--- src/rtl/mem_arbiter_pkg.sv ---
// Shared types for the memory-bus arbiter: arbitration modes, FSM states and
// the granted-index width helper.
package mem_arbiter_pkg;

  typedef enum logic {
    ARB_ROUND_ROBIN = 1'b0,
    ARB_FIXED       = 1'b1
  } arb_mode_t;

  typedef enum logic {
    IDLE = 1'b0,
    BUSY = 1'b1
  } arb_state_t;

  // A single-bit index is kept even for two ports so the port-id bus never collapses.
  function automatic int unsigned id_width(input int unsigned n);
    return (n > 2) ? $clog2(n) : 1;
  endfunction

endpackage

--- src/rtl/mem_arbiter_picker.sv ---
// Combinational winner selection over an eligible mask, either round-robin
// starting after last_grant or fixed priority with index 0 highest.
module mem_arbiter_picker
  import mem_arbiter_pkg::*;
#(
  parameter int unsigned NUM_PORTS = 2,
  parameter arb_mode_t   ARB_MODE  = ARB_ROUND_ROBIN,
  parameter int unsigned ID_WIDTH  = id_width(NUM_PORTS)
) (
  input  logic [NUM_PORTS-1:0] eligible,
  input  logic [ID_WIDTH-1:0]  last_grant,
  output logic                 any_grant,
  output logic [ID_WIDTH-1:0]  grant_id
);

  logic [ID_WIDTH-1:0] cand;

  always_comb begin
    any_grant = 1'b0;
    grant_id  = '0;
    cand      = '0;
    for (int unsigned k = 0; k < NUM_PORTS; k++) begin
      if (ARB_MODE == ARB_FIXED) begin
        cand = ID_WIDTH'(k);
      end else begin
        cand = ID_WIDTH'((32'(last_grant) + k + 32'd1) % NUM_PORTS);
      end
      if (!any_grant && eligible[cand]) begin
        any_grant = 1'b1;
        grant_id  = cand;
      end
    end
  end

endmodule

--- src/rtl/mem_arbiter.sv ---
// N-port arbiter sharing one memory bus: IDLE arbitrates and latches the winner's
// request onto registered mem_* outputs, BUSY waits for mem_valid and pulses port_valid.
module mem_arbiter
  import mem_arbiter_pkg::*;
#(
  parameter int unsigned NUM_PORTS  = 2,
  parameter int unsigned ADDR_WIDTH = 32,
  parameter int unsigned DATA_WIDTH = 32,
  parameter arb_mode_t   ARB_MODE   = ARB_ROUND_ROBIN,
  parameter int unsigned ID_WIDTH   = id_width(NUM_PORTS)
) (
  input  logic                                  clk,
  input  logic                                  reset,
  input  logic [NUM_PORTS-1:0]                  port_ready,
  input  logic [NUM_PORTS*ADDR_WIDTH-1:0]       port_addr,
  input  logic [NUM_PORTS*DATA_WIDTH-1:0]       port_wdata,
  input  logic [NUM_PORTS*(DATA_WIDTH/8)-1:0]   port_wstrb,
  output logic [NUM_PORTS-1:0]                  port_valid,
  output logic [DATA_WIDTH-1:0]                 port_rdata,
  output logic                                  mem_ready,
  output logic [ADDR_WIDTH-1:0]                 mem_addr,
  output logic [DATA_WIDTH-1:0]                 mem_wdata,
  output logic [DATA_WIDTH/8-1:0]               mem_wstrb,
  input  logic                                  mem_valid,
  input  logic [DATA_WIDTH-1:0]                 mem_rdata,
  output logic [ID_WIDTH-1:0]                   mem_port_id
);

  localparam int unsigned STRB_WIDTH = DATA_WIDTH / 8;

  arb_state_t              state_q,       state_d;
  logic [ID_WIDTH-1:0]     last_grant_q,  last_grant_d;
  logic                    mem_ready_q,   mem_ready_d;
  logic [ADDR_WIDTH-1:0]   mem_addr_q,    mem_addr_d;
  logic [DATA_WIDTH-1:0]   mem_wdata_q,   mem_wdata_d;
  logic [STRB_WIDTH-1:0]   mem_wstrb_q,   mem_wstrb_d;
  logic [ID_WIDTH-1:0]     mem_port_id_q, mem_port_id_d;
  logic [NUM_PORTS-1:0]    port_valid_q,  port_valid_d;
  logic [DATA_WIDTH-1:0]   port_rdata_q,  port_rdata_d;

  logic [ADDR_WIDTH-1:0]   addr_arr  [NUM_PORTS];
  logic [DATA_WIDTH-1:0]   wdata_arr [NUM_PORTS];
  logic [STRB_WIDTH-1:0]   wstrb_arr [NUM_PORTS];

  logic [NUM_PORTS-1:0]    eligible;
  logic                    any_grant;
  logic [ID_WIDTH-1:0]     grant_id;

  always_comb begin
    for (int unsigned i = 0; i < NUM_PORTS; i++) begin
      addr_arr[i]  = port_addr[i*ADDR_WIDTH +: ADDR_WIDTH];
      wdata_arr[i] = port_wdata[i*DATA_WIDTH +: DATA_WIDTH];
      wstrb_arr[i] = port_wstrb[i*STRB_WIDTH +: STRB_WIDTH];
    end
  end

  // A port whose completion pulse is on the wire this cycle must not be re-granted.
  assign eligible = port_ready & ~port_valid_q;

  mem_arbiter_picker #(
    .NUM_PORTS (NUM_PORTS),
    .ARB_MODE  (ARB_MODE),
    .ID_WIDTH  (ID_WIDTH)
  ) u_picker (
    .eligible   (eligible),
    .last_grant (last_grant_q),
    .any_grant  (any_grant),
    .grant_id   (grant_id)
  );

  always_comb begin
    state_d       = state_q;
    last_grant_d  = last_grant_q;
    mem_ready_d   = mem_ready_q;
    mem_addr_d    = mem_addr_q;
    mem_wdata_d   = mem_wdata_q;
    mem_wstrb_d   = mem_wstrb_q;
    mem_port_id_d = mem_port_id_q;
    port_valid_d  = '0;
    port_rdata_d  = port_rdata_q;

    case (state_q)
      IDLE: begin
        if (any_grant) begin
          mem_addr_d    = addr_arr[grant_id];
          mem_wdata_d   = wdata_arr[grant_id];
          mem_wstrb_d   = wstrb_arr[grant_id];
          mem_port_id_d = grant_id;
          mem_ready_d   = 1'b1;
          state_d       = BUSY;
        end
      end
      BUSY: begin
        if (mem_valid) begin
          mem_ready_d                 = 1'b0;
          port_rdata_d                = mem_rdata;
          port_valid_d[mem_port_id_q] = 1'b1;
          last_grant_d                = mem_port_id_q;
          state_d                     = IDLE;
        end
      end
    endcase
  end

  always_ff @(posedge clk or posedge reset) begin
    if (reset) begin
      state_q       <= IDLE;
      last_grant_q  <= ID_WIDTH'(NUM_PORTS - 1);
      mem_ready_q   <= 1'b0;
      mem_addr_q    <= '0;
      mem_wdata_q   <= '0;
      mem_wstrb_q   <= '0;
      mem_port_id_q <= '0;
      port_valid_q  <= '0;
      port_rdata_q  <= '0;
    end else begin
      state_q       <= state_d;
      last_grant_q  <= last_grant_d;
      mem_ready_q   <= mem_ready_d;
      mem_addr_q    <= mem_addr_d;
      mem_wdata_q   <= mem_wdata_d;
      mem_wstrb_q   <= mem_wstrb_d;
      mem_port_id_q <= mem_port_id_d;
      port_valid_q  <= port_valid_d;
      port_rdata_q  <= port_rdata_d;
    end
  end

  assign port_valid  = port_valid_q;
  assign port_rdata  = port_rdata_q;
  assign mem_ready   = mem_ready_q;
  assign mem_addr    = mem_addr_q;
  assign mem_wdata   = mem_wdata_q;
  assign mem_wstrb   = mem_wstrb_q;
  assign mem_port_id = mem_port_id_q;

  // Completion pulses are one-hot and never overlap an outstanding request.
  assert property (@(posedge clk) disable iff (reset)
    $onehot0(port_valid) && !(mem_ready && (|port_valid)));

endmodule

--- config.mk ---
export PLATFORM = sky130hd
export DESIGN_NAME = mem_arbiter
export DESIGN_NICKNAME = d
export VERILOG_FILES = /design/src/rtl/mem_arbiter_pkg.sv /design/src/rtl/mem_arbiter_picker.sv /design/src/rtl/mem_arbiter.sv
export SDC_FILE = /design/constraint.sdc
export NUM_CORES = 1
export LEC_CHECK = 0
export CAP_MARGIN = 40
export CORE_MARGIN = 2
export CORE_UTILIZATION = 30
export CTS_BUF_LIST = sky130_fd_sc_hd__clkbuf_16
export DETAILED_ROUTE_END_ITERATION = 6
export MAX_ROUTING_LAYER = met4
export PLACE_DENSITY = 0.73
export REMOVE_ABC_BUFFERS = 1
export SLEW_MARGIN = 25
export SYNTH_ARGS = -nofsm -noshare
export SYNTH_HDL_FRONTEND = slang
export SYNTH_HIERARCHICAL = 1
export SYNTH_SLANG_ARGS = --single-unit
export TNS_END_PERCENT = 30
--- constraint.sdc ---
create_clock -name clk -period 6.99 [get_ports clk]
set_clock_uncertainty 0.1 [all_clocks]
set_input_delay 1.0485 -clock clk [delete_from_list [all_inputs] [get_ports clk]]
set_output_delay 1.0485 -clock clk [all_outputs]
set_load 0.01 [all_outputs]
Yosys cells after proc, flatten, opt, wreduce, memory -nomap -nowiden
Cells that the tools add are included.
{"block": "totals", "input_bits": 173, "ff_bits": 106}
{"block": "classes", "n_addsub": 2, "mux": 27, "reduce_logical": 6, "order_cmp": 5, "eq_ne": 2, "bitwise_logic": 4}
{"cell": "2-to-1 mux 32 bit", "count": 6}
{"cell": "2-to-1 mux 1 bit", "count": 13}
{"cell": "2-to-1 mux 4 bit", "count": 3}
{"cell": "< comparator 1 x 2 -> 1 bit, second input constant", "count": 3}
{"cell": "AND reduction 2 bit", "count": 3}
{"cell": "2-to-1 mux 2 bit", "count": 2}
{"cell": "!= test 2 bit, second input constant", "count": 2}
{"cell": "one-hot mux 1 bit (2 select lines)", "count": 2}
{"cell": "adder 1 bit, second input constant", "count": 2}
{"cell": "bitwise AND 2 bit", "count": 1}
{"cell": "greater-or-equal comparator 2 bit, second input constant", "count": 1}
{"cell": "logical AND 1 bit", "count": 2}
{"cell": "inverter 1 -> 2 bit", "count": 1}
{"cell": "inverter 2 bit", "count": 1}
{"cell": "demux 1 bit (select 1 bit)", "count": 1}
{"cell": "greater-or-equal comparator 1 bit, second input constant", "count": 1}
{"cell": "logical NOT 1 bit", "count": 1}
{"cell": "inverter 1 bit", "count": 1}

Logic depth before layout (Yosys ltp)
{"block": "depth", "ltp_word": 12, "ltp_mapped": 7, "ltp_nobuf": 4}

Cells and area by module
The synthesis kept the hierarchy.
{"mod": "mem_arbiter", "instances": 1, "area_per_inst_um2": 4805.9, "cells_per_inst": 306}
{"mod": "mem_arbiter_picker", "instances": 1, "area_per_inst_um2": 13.8, "cells_per_inst": 2}

Worst setup path before layout
No wires, ideal clock.
{"block": "synth_path", "path_kind": "in2reg", "start": "input port port_ready[1]", "end": "register mem_wdata_q[0] (netlist: mem_wdata[0])", "arrival_ns": 2.304, "path_buffers": 3, "path_stages": 7, "slack_ns": 4.461, "path_cell_list": "nor2b_1 > a21boi_1 > buf_6 > buf_6 > buf_6 > mux2_4 > mux2_4"}
{"block": "synth_via", "elab_chain_len": 11}
{"item": "start: declaration", "line": "mem_arbiter.sv:14", "text": "input logic [NUM_PORTS-1:0] port_ready,"}
{"item": "bitwise AND 2 bit (*)", "line": "mem_arbiter.sv:58", "text": "assign eligible = port_ready & ~port_valid_q;"}
{"item": "2-to-1 mux 1 bit (implied by the code) (2 in a row)", "line": "mem_arbiter_picker.sv:28", "text": "if (!any_grant && eligible[cand]) begin"}
{"item": "2-to-1 mux 1 bit", "line": "mem_arbiter_picker.sv:28"}
{"item": "logical NOT 1 bit", "line": "mem_arbiter_picker.sv:28"}
{"item": "logical AND 1 bit", "line": "mem_arbiter_picker.sv:28"}
{"item": "2-to-1 mux 1 bit (*)", "line": "mem_arbiter_picker.sv:28"}
{"item": "net grant_id", "line": "mem_arbiter.sv:47", "text": "logic [ID_WIDTH-1:0] grant_id;"}
{"item": "inverter 1 -> 2 bit (implied by the code) (*)", "line": "mem_arbiter.sv:86", "text": "mem_wdata_d = wdata_arr[grant_id];"}
{"item": "2-to-1 mux 32 bit (implied by the code) (*) (3 in a row)", "line": "mem_arbiter.sv:86"}
{"item": "end signal: assignment", "line": "mem_arbiter.sv:121", "text": "mem_wdata_q <= mem_wdata_d;"}
{"item": "end: declaration", "line": "mem_arbiter.sv:35", "text": "logic [DATA_WIDTH-1:0] mem_wdata_q, mem_wdata_d;"}
The timed path passes the listed nets; every way through them passes the cells marked *. The select of a mux whose other input is x is not followed.
A chain may end at the register's enable or synchronous reset.

Final worst setup path
{"block": "layout_path", "start": "input port port_ready[1]", "end": "register mem_wdata_q[7] (netlist: mem_wdata[7])"}
{"block": "layout_via", "elab_chain_len": 11}
{"item": "bitwise AND 2 bit (*)", "line": "mem_arbiter.sv:58"}
{"item": "net eligible[1]", "line": "mem_arbiter.sv:45", "text": "logic [NUM_PORTS-1:0] eligible;"}
{"item": "2-to-1 mux 1 bit (implied by the code) (2 in a row)", "line": "mem_arbiter_picker.sv:28"}
{"item": "2-to-1 mux 1 bit", "line": "mem_arbiter_picker.sv:28"}
{"item": "logical NOT 1 bit", "line": "mem_arbiter_picker.sv:28"}
{"item": "logical AND 1 bit", "line": "mem_arbiter_picker.sv:28"}
{"item": "2-to-1 mux 1 bit (*)", "line": "mem_arbiter_picker.sv:28"}
{"item": "net grant_id", "line": "mem_arbiter.sv:47"}
{"item": "inverter 1 -> 2 bit (implied by the code) (*)", "line": "mem_arbiter.sv:86"}
{"item": "2-to-1 mux 32 bit (implied by the code) (*) (3 in a row)", "line": "mem_arbiter.sv:86"}
Marks and branches as above.

==> impl_metrics.ini <==
[status]
outcome = complete, no violations

[critical_path]
reg2reg_from = port_valid[1]
worst_path_max_delay_cell = buf_4
cp_data_required_time_ns = 7.12
critPathLaunch = port_ready[1]
slowest_delay_ns = 0.61
crit_fanout = 46
path_common_cell = mux2_2
cp-end-kind = flip-flop
crit_chain = clkdlybuf4s50_1, nor2b_1, a21boi_4, buf_4, mux2_2, mux2_2
path_class = in -> reg
critPathArrivalTime_ns = 3.30
critPathLaunchType = primary input

[routing]
route.met2.wl_um = 6860
m1WireLength_um = 5410
post-route-drc-count = 0
finalWirelength_um = 13700
wl_per_cell_um = 17.0
route.met3.wl_um = 1240
routed_via_density = 4.45
ant_nets = 0
drt_pass1_iterations = 4
drt-initial-drc-count = 75
vias = 3581
highest_layer = met4

[synth]
synth_common_cells = mux2_2 (151), dfrtp_1 (105), mux2_4 (18)
synthTopCellsByArea = dfrtp_1 (55%), mux2_2 (35%), mux2_4 (5.6%)
netlist.area_leader.share_pct = 54.5
synth_edf_count = 0
synth_cell_types = 15
syn_inst = 308
yosys.area.top_type = dfrtp_1
dominantRegCellSynth = dfrtp_1
synth.cell_area_mm2 = 0.00482
synthArstFlopShare_pct = 100
ys_ff_latch = 106
synth.most_common_cell = mux2_2
ys_warn_count = 6
ys_seq_area_share_pct = 55.1
syn_avg_cell_area_um2 = 15.6

[final_layout]
nets = 756
post-route-util_pct = 51.7
fin_cells = 804
multi_input_area_mm2 = 0.00206
final_design_area_no_fill_mm2 = 0.00815
syn_to_final_growth_pct = 69.0
regArea_mm2 = 0.00265
n_antenna_cell = 0
drive_above_1_share_pct = 33.0
fillerInstances = 1385

[min_path]
hp-start = port_rdata[16]
hold_path_class = reg -> reg

[clock_tree]
cts_htree_levels = 3
postCtsResizedCells = 0
clkSinkCount = 106
cts_hold_buf = 0
cts_tree = yes
clkLatencyLatePin_ns = 0.34
path_clk_slew_ns = 0.07
cts-root-buf = clkbuf_16
clk_path_buf_depth = 2
cts_buffers = 9
cts_setup_buffers = 0

[die]
die_x_um = 131
core_area_mm2 = 0.0158
dieArea_mm2 = 0.0171
io_pins = 277
start_util_pct = 30.6
die_h_um = 131
num_rows = 46

[power_and_ir_drop]
p_per_area_mw_per_mm2 = 394
ir_worst_vdd_mv = 0.197
p_leak_nw = 3.31

[global_routing]
grt_pass1_wl_um = 20300
grt_pass1_vias = 3998
grt_max_degree = 47
antenna_found_initial = 0
globalRoute.totalOverflow = 0
gr-usage-all-layers_pct = 16.2

[timing]
min_period_over_period_pct = 45.4
fin_setup_tns_ns = 0
slew_headroom_pct = 55.5
fmaxAchievable_mhz = 315
setup_ws_ns = 3.82
worst_pin_slew_ns = 0.667
finalCriticalPeriod_ns = 3.17
setup-violations-final = 0
hold_viol = 0
drv_slew = 0
rsz0062_at_grt = false

[run]
drv_cap = 0

[place]
port_buffers = 276
place_congestion = 0.709
dp_hpwl_um = 10500
pre_cts_ws_ns = 3.43
dp_cells = 788
placed_area_mm2 = 0.00786
## power by group
part	switching [W]	internal (W)	leakage, nW
sequential	0.000168	0.000929	1.24
combinational	0.000580	0.00104	1.92
clock	0.000225	0.000275	0.148
total	0.000973	0.00224	3.31
## routing by layer
layer	up-vias	track usage, %
li1	1655	-
met1	1739	17.8
met3	12	5.46
met5	-	-
met2	175	28.2
met4	0	4.13
## kinds of logic (layout without fill, tap and decap cells)
logic type / Yosys count / in the layout / share of synthesized area, %
DFF: 106 / 106 / 55.1
and+or+nand+nor: 8 / 8 / 0.883
AOI/OAI and AO/OA: 4 / 4 / 0.649
buffers and inverters: 21 / 301 / 2.52
muxes: 169 / 169 / 40.9
## layout make-up
type	instances	share of cell area, %
Timing Repair Buffer	283	35.1
Sequential cell	106	32.6
Multi-Input combinational cell	181	25.3
Tap cell	216	3.32
Clock buffer	9	2.76
Clock inverter	7	0.783
Inverter	2	0.123
## worst paths after layout
check                                 endpoint  slack (ns)  cells after the start
worst min-delay path            port_rdata[16]        0.40                      1
worst min register to register  port_rdata[16]        0.40                      1
max in group asynchronous         last_grant_q        4.71                      4
worst max register to register    mem_wdata[7]        4.61                      5
min in group asynchronous       port_rdata[11]        0.93                      2
worst max-delay path              mem_wdata[7]        3.82                      6
## per-stage QoR
stage | power (W) | hold WS [ns]
after floorplan | 0.00188 | 0.371
after global placement | 0.00268 | 0.367
after detailed placement | 0.00275 | 0.388
after CTS | 0.00327 | 0.404
after global routing | 0.00341 | 0.417
final | 0.00321 | 0.405
## critical path, delay by kind of cell
kind            cells  cell delay (ns)
mux                 2             0.68
compound gates      1             0.34
simple gates        1             0.15
buf+inv             2             1.06
## flip-flops by register name, indices dropped and copies added, names as in the netlist
name          count
mem_addr         32
mem_wdata        32
port_rdata       32
mem_wstrb         4
port_valid        2
last_grant_q      1
mem_port_id       1
mem_ready         1
state_q           1
## cell usage in the layout (no fill, tap or decap), types with 2 or more instances in the layout
cell type,instances
nor2b_1,2
nor2_1,2
dfrtp_1,105
inv_1,3
clkinv_2,2
a21o_1,2
buf_12,2
clkbuf_16,9
mux2_4,18
clkdlybuf4s50_1,276
buf_4,4
mux2_2,151
Power figures use the tool's default switching activity.
